--- config.mk ---
export PLATFORM = sky130hd
export DESIGN_NAME = binary_spike_encoder_flat
export DESIGN_NICKNAME = d
export VERILOG_FILES = /design/src/rtl/binary_spike_encoder_if.sv /design/src/rtl/binary_spike_encoder.sv /design/src/flat_wrapper.sv
export SDC_FILE = /design/constraint.sdc
export NUM_CORES = 1
export LEC_CHECK = 0
export CELL_PAD_IN_SITES_DETAIL_PLACEMENT = 0
export CELL_PAD_IN_SITES_GLOBAL_PLACEMENT = 1
export CORE_MARGIN = 2
export CORE_UTILIZATION = 40
export DETAILED_ROUTE_END_ITERATION = 8
export PLACE_DENSITY_LB_ADDON = 0.2
export SKIP_CTS_REPAIR_TIMING = 1
export SLEW_MARGIN = 40
export SYNTH_ARGS = -nofsm -noshare
export SYNTH_HDL_FRONTEND = slang
export SYNTH_SLANG_ARGS = --single-unit
--- constraint.sdc ---
create_clock -name clk -period 3.6 [get_ports clk]
set_input_delay 0.72 -clock clk [delete_from_list [all_inputs] [get_ports clk]]
set_output_delay 0.72 -clock clk [all_outputs]
set_load 0.005 [all_outputs]
--- src/rtl/binary_spike_encoder_if.sv ---
// Request channel of the spike encoder: valid/ready handshake carrying
// the intensity fraction and the number of timesteps to emit.
interface binary_spike_encoder_if #(
    parameter int FRACTION_BITS = 8,
    parameter int STEP_WIDTH    = 8
);
    logic                     in_valid;
    logic                     in_ready;
    logic [FRACTION_BITS-1:0] in_value;
    logic [STEP_WIDTH-1:0]    in_steps;

    modport master (output in_valid, output in_value, output in_steps, input in_ready);
    modport slave  (input in_valid, input in_value, input in_steps, output in_ready);
endinterface

--- src/rtl/binary_spike_encoder.sv ---
// First-order sigma-delta rate encoder: emits floor(N*value/2^FRACTION_BITS)
// spikes on I over N timesteps, then pulses done with the spike count.
module binary_spike_encoder #(
    parameter int FRACTION_BITS = 8,
    parameter int STEP_WIDTH    = 8
) (
    input  logic                  clk,
    input  logic                  reset,
    binary_spike_encoder_if.slave req,
    output logic                  I,
    output logic                  busy,
    output logic                  done,
    output logic [STEP_WIDTH-1:0] spike_count
);

    typedef enum logic [1:0] {IDLE, ENCODE, FINISH} state_t;

    state_t                   state, state_next;
    logic [FRACTION_BITS:0]   acc;
    logic [FRACTION_BITS:0]   sum;
    logic [FRACTION_BITS-1:0] val;
    logic [STEP_WIDTH-1:0]    remaining;
    logic [STEP_WIDTH-1:0]    count;
    logic                     accept;
    logic                     carry;

    assign req.in_ready = (state == IDLE) && reset;
    assign accept       = req.in_valid && req.in_ready;
    assign busy         = (state != IDLE);
    assign sum          = acc + {1'b0, val};
    assign carry        = sum[FRACTION_BITS];

    always_ff @(posedge clk) begin
        if (!reset) state <= IDLE;
        else        state <= state_next;
    end

    always_comb begin
        state_next = state;
        case (state)
            IDLE:    if (accept) state_next = (req.in_steps != '0) ? ENCODE : FINISH;
            ENCODE:  if (remaining == STEP_WIDTH'(1)) state_next = FINISH;
            FINISH:  state_next = IDLE;
            default: state_next = IDLE;
        endcase
    end

    always_ff @(posedge clk) begin
        if (!reset) begin
            I           <= 1'b0;
            done        <= 1'b0;
            spike_count <= '0;
            acc         <= '0;
            count       <= '0;
            remaining   <= '0;
            val         <= '0;
        end else begin
            I    <= 1'b0;
            done <= 1'b0;
            case (state)
                IDLE: begin
                    if (accept) begin
                        val       <= req.in_value;
                        remaining <= req.in_steps;
                        acc       <= '0;
                        count     <= '0;
                    end
                end
                ENCODE: begin
                    // The carry out of the accumulator is the spike for this step.
                    I         <= carry;
                    acc       <= {1'b0, sum[FRACTION_BITS-1:0]};
                    count     <= count + STEP_WIDTH'(carry);
                    remaining <= remaining - STEP_WIDTH'(1);
                end
                FINISH: begin
                    done        <= 1'b1;
                    spike_count <= count;
                end
                default: ;
            endcase
        end
    end

endmodule

--- src/flat_wrapper.sv ---
// flat-port wrapper written by rule: the top's interface ports become plain ports
module binary_spike_encoder_flat 
#(
    parameter int FRACTION_BITS = 8,
    parameter int STEP_WIDTH    = 8
)
  (clk, reset, I, busy, done, spike_count, req_in_valid, req_in_value, req_in_steps, req_in_ready);
  binary_spike_encoder_if #(.FRACTION_BITS(FRACTION_BITS), .STEP_WIDTH(STEP_WIDTH)) req_i ();
  input  logic clk;
  input  logic reset;
  output logic I;
  output logic busy;
  output logic done;
  output logic [STEP_WIDTH-1:0] spike_count;
  input wire logic [$bits(req_i.in_valid)-1:0] req_in_valid;
  input wire logic [$bits(req_i.in_value)-1:0] req_in_value;
  input wire logic [$bits(req_i.in_steps)-1:0] req_in_steps;
  output wire logic [$bits(req_i.in_ready)-1:0] req_in_ready;
  assign req_i.in_valid = req_in_valid;
  assign req_i.in_value = req_in_value;
  assign req_i.in_steps = req_in_steps;
  assign req_in_ready = req_i.in_ready;
  binary_spike_encoder #(.FRACTION_BITS(FRACTION_BITS), .STEP_WIDTH(STEP_WIDTH)) u_core (.clk(clk), .reset(reset), .req(req_i), .I(I), .busy(busy), .done(done), .spike_count(spike_count));
endmodule
==> flow_summary.yaml <==
worst_hold_path:
  worstHoldPathCells: 2
  hold_path.class: "flop to flop"
timing:
  timing.setup.tns_ns: 0
  finalClockSkew_ns: 0.00732
  slew_headroom_pct: 56.6
  min_period_ns: 3.01
  tightest_slew_ns: 0.650
  max_clock_freq_ghz: 0.332
  drv_slew: 0
  finalHoldViolCount: 0
  rsz0062_at_grt: "false"
  final-setup-viol-count: 0
  fin_crit_sh_pct: 83.7
floorplanning:
  die_area_mm2: 0.00609
  start_util_pct: 42.2
  die_h_um: 78.1
  rows: 26
  ioPinCount: 31
  core_mm2: 0.00520
  die_w_um: 78.1
grt:
  grt_max_degree: 28
  grt_usage_pct: 16.7
  antenna_found_initial: 0
  first_global_vias: 1845
  grt_overflow_total: 0
  grt_pass1_wl_um: 8260
clocking:
  max-clock-path-buffers: 2
  clock-root-buffer: "clkbuf_8"
  cts_num_sinks: 44
  numCtsBuffers: 5
  clk_latency_ns: 0.29
  cts_htree_levels: 2
  cts_tree: "done"
  cts.clk_slew.worst_paths_ns: 0.08
synth:
  yosysSeqAreaShare_pct: 40.1
  synth_top_area_share_pct: 40.1
  synth-async-reset-ratio_pct: 0
  avgSynthCellArea_um2: 7.98
  syn_area_mm2: 0.00219
  syn_nets: 307
  synthTopCellsByArea: "dfxtp_1 40%, nand2_1 7.9%, a21oi_1 6.8%"
  synth_edf_count: 0
  yosysUniqueCellTypes: 46
  synth_flop_cell: "dfxtp_1"
  yosys.area.top_type: "dfxtp_1"
  synth_warnings: 0
  syn-instance-count: 275
  ys_ff_latch: 44
pwr:
  power_density_mw_per_mm2: 381
  seq_power_share_pct: 52.6
  switching_share_pct: 26.9
  p_sw_uw: 271
  clkPwrFrac_pct: 32.1
  vdd_ir_drop_max_v: 0.000194
  internal_power_uw: 736
  power_frac_comb_pct: 15.4
  p_leak_uw: 0.000977
setup_path:
  reg2reg_depth: 13
  path_max_fanout: 4
  worstSetupEndpointType: "flop"
  worstPathRequired_ns: 3.83
  crit_arrival_ns: 3.24
  cp-start-kind: "flop"
  crit_type: "flop to flop"
outcome:
  status: "completed"
routing:
  first_pass_iters: 4
  vias: 1964
  drcViolationCount: 0
  drt_iter0_drc: 116
  viasPerCell: 5.31
  wirelength_um: 4820
  drtAntennaViolNets: 0
  routedWlPerCell_um: 13.0
cells_and_area:
  syn2layout_area_growth_pct: 20.5
  n_antenna_cell: 0
  nets: 331
  fin_util_pct: 50.8
  drive_gt1_share_pct: 6.33
place:
  port_buffers: 30
  hpwl_um: 3380
  gp_congestion: 0.799
run:
  cap_violations: 0
[metrics by stage]
step | area, µm² | hold WS [ns] | setup WS, ns | power, µW | cells
final | 2650 | 0.455 | 0.588 | 1010 | 370
after global routing | 2650 | 0.483 | 0.308 | 1070 | 370
after CTS | 2650 | 0.458 | 0.583 | 1020 | 370
after detailed placement | 2550 | 0.446 | 0.607 | 697 | 362
after global placement | 2550 | 0.445 | 0.685 | 696 | 362
after floorplan | 2190 | 0.436 | 0.893 | 640 | 275
[placed cells by master (no fill, tap or decap), types with 4 or more instances in the layout]
cell type	instances
ha_1	12
a21oi_1	30
nor3_1	5
buf_4	4
nand2_1	46
or3_1	6
a31oi_1	4
dfxtp_1	44
o211ai_1	4
clkbuf_8	6
nor2_1	21
nand3_1	22
inv_1	8
o21ai_0	9
clkdlybuf4s50_1	30
or4_1	4
[cell usage after synthesis (3+ instances only)]
cell,instances
nand2_1,46
dfxtp_1,44
a21oi_1,30
nand3_1,22
nor2_1,21
clkbuf_1,13
ha_1,12
o21ai_0,9
inv_1,8
or3_1,6
nor3_1,5
a31oi_1,4
o211ai_1,4
or4_1,4
a211oi_1,3
nand2b_1,3
nand4_1,3
or2_2,3
[worst max-delay path: stages, from the launching register on]
cell      delay (ns)
dfxtp_1         0.35
ha_1            0.17
inv_1           0.06
fa_1            0.39
nand2b_1        0.17
a21oi_1         0.27
o311ai_0        0.20
a21oi_1         0.17
ha_1            0.18
ha_1            0.19
nand2_1         0.09
nor4_1          0.27
mux2_2          0.37
nor2_1          0.07
[kinds of logic (layout without fill, tap and decap cells)]
group | Yosys count | after routing | synth area share (%)
simple gates | 127 | 127 | 28.5
flops | 44 | 44 | 40.1
compound gates | 64 | 64 | 17.7
buf+inv | 25 | 50 | 4.85
fa+ha+maj | 13 | 13 | 7.75
mux | 2 | 2 | 1.03
[metal layers]
layer,up-vias,routed length (µm),global-route usage (%)
met5,-,0,0
li1,1021,-,-
met2,35,2240,27.8
met1,903,2360,22.0
met3,5,151,2.64
met4,0,61,5.79
[cell type report]
class	instances	area [µm²]
well taps	70	87.6
multi-input cells	206	1220
repair buffers	34	330
fillers	526	2560
clock inverters	1	7.51
flip-flops and latches	44	881
clock buffers	7	86.3
inverters	8	30.0
[power by group through the flow]
stage | clock, µW | combinational, µW | sequential (µW)
after floorplan | 0 | 108 | 532
after global placement | 0 | 156 | 540
after detailed placement | 0 | 156 | 541
after CTS | 335 | 157 | 529
after global routing | 358 | 174 | 534
final | 323 | 155 | 529
[path summary, 6_finish.rpt]
kind / start / to / slack [ns]
max: u_core.acc[0]$_SDFFE_PN0P_ / u_core.count[6]$_SDFFE_PN0P_ / 0.59
min reg2reg: u_core.spike_count[1]$_SDFFE_PN0P_ / u_core.spike_count[1]$_SDFFE_PN0P_ / 0.46
min: u_core.spike_count[1]$_SDFFE_PN0P_ / u_core.spike_count[1]$_SDFFE_PN0P_ / 0.46
max reg2reg: u_core.acc[0]$_SDFFE_PN0P_ / u_core.count[6]$_SDFFE_PN0P_ / 0.59
[flip-flops by register name, indices dropped and copies added (netlist names)]
signal	cells
u_core.done	1
u_core.acc	8
u_core.val	8
u_core.spike_count	8
u_core.remaining	8
u_core.I	1
u_core.state	2
u_core.count	8
No activity file was read; power rests on OpenSTA's default activity.
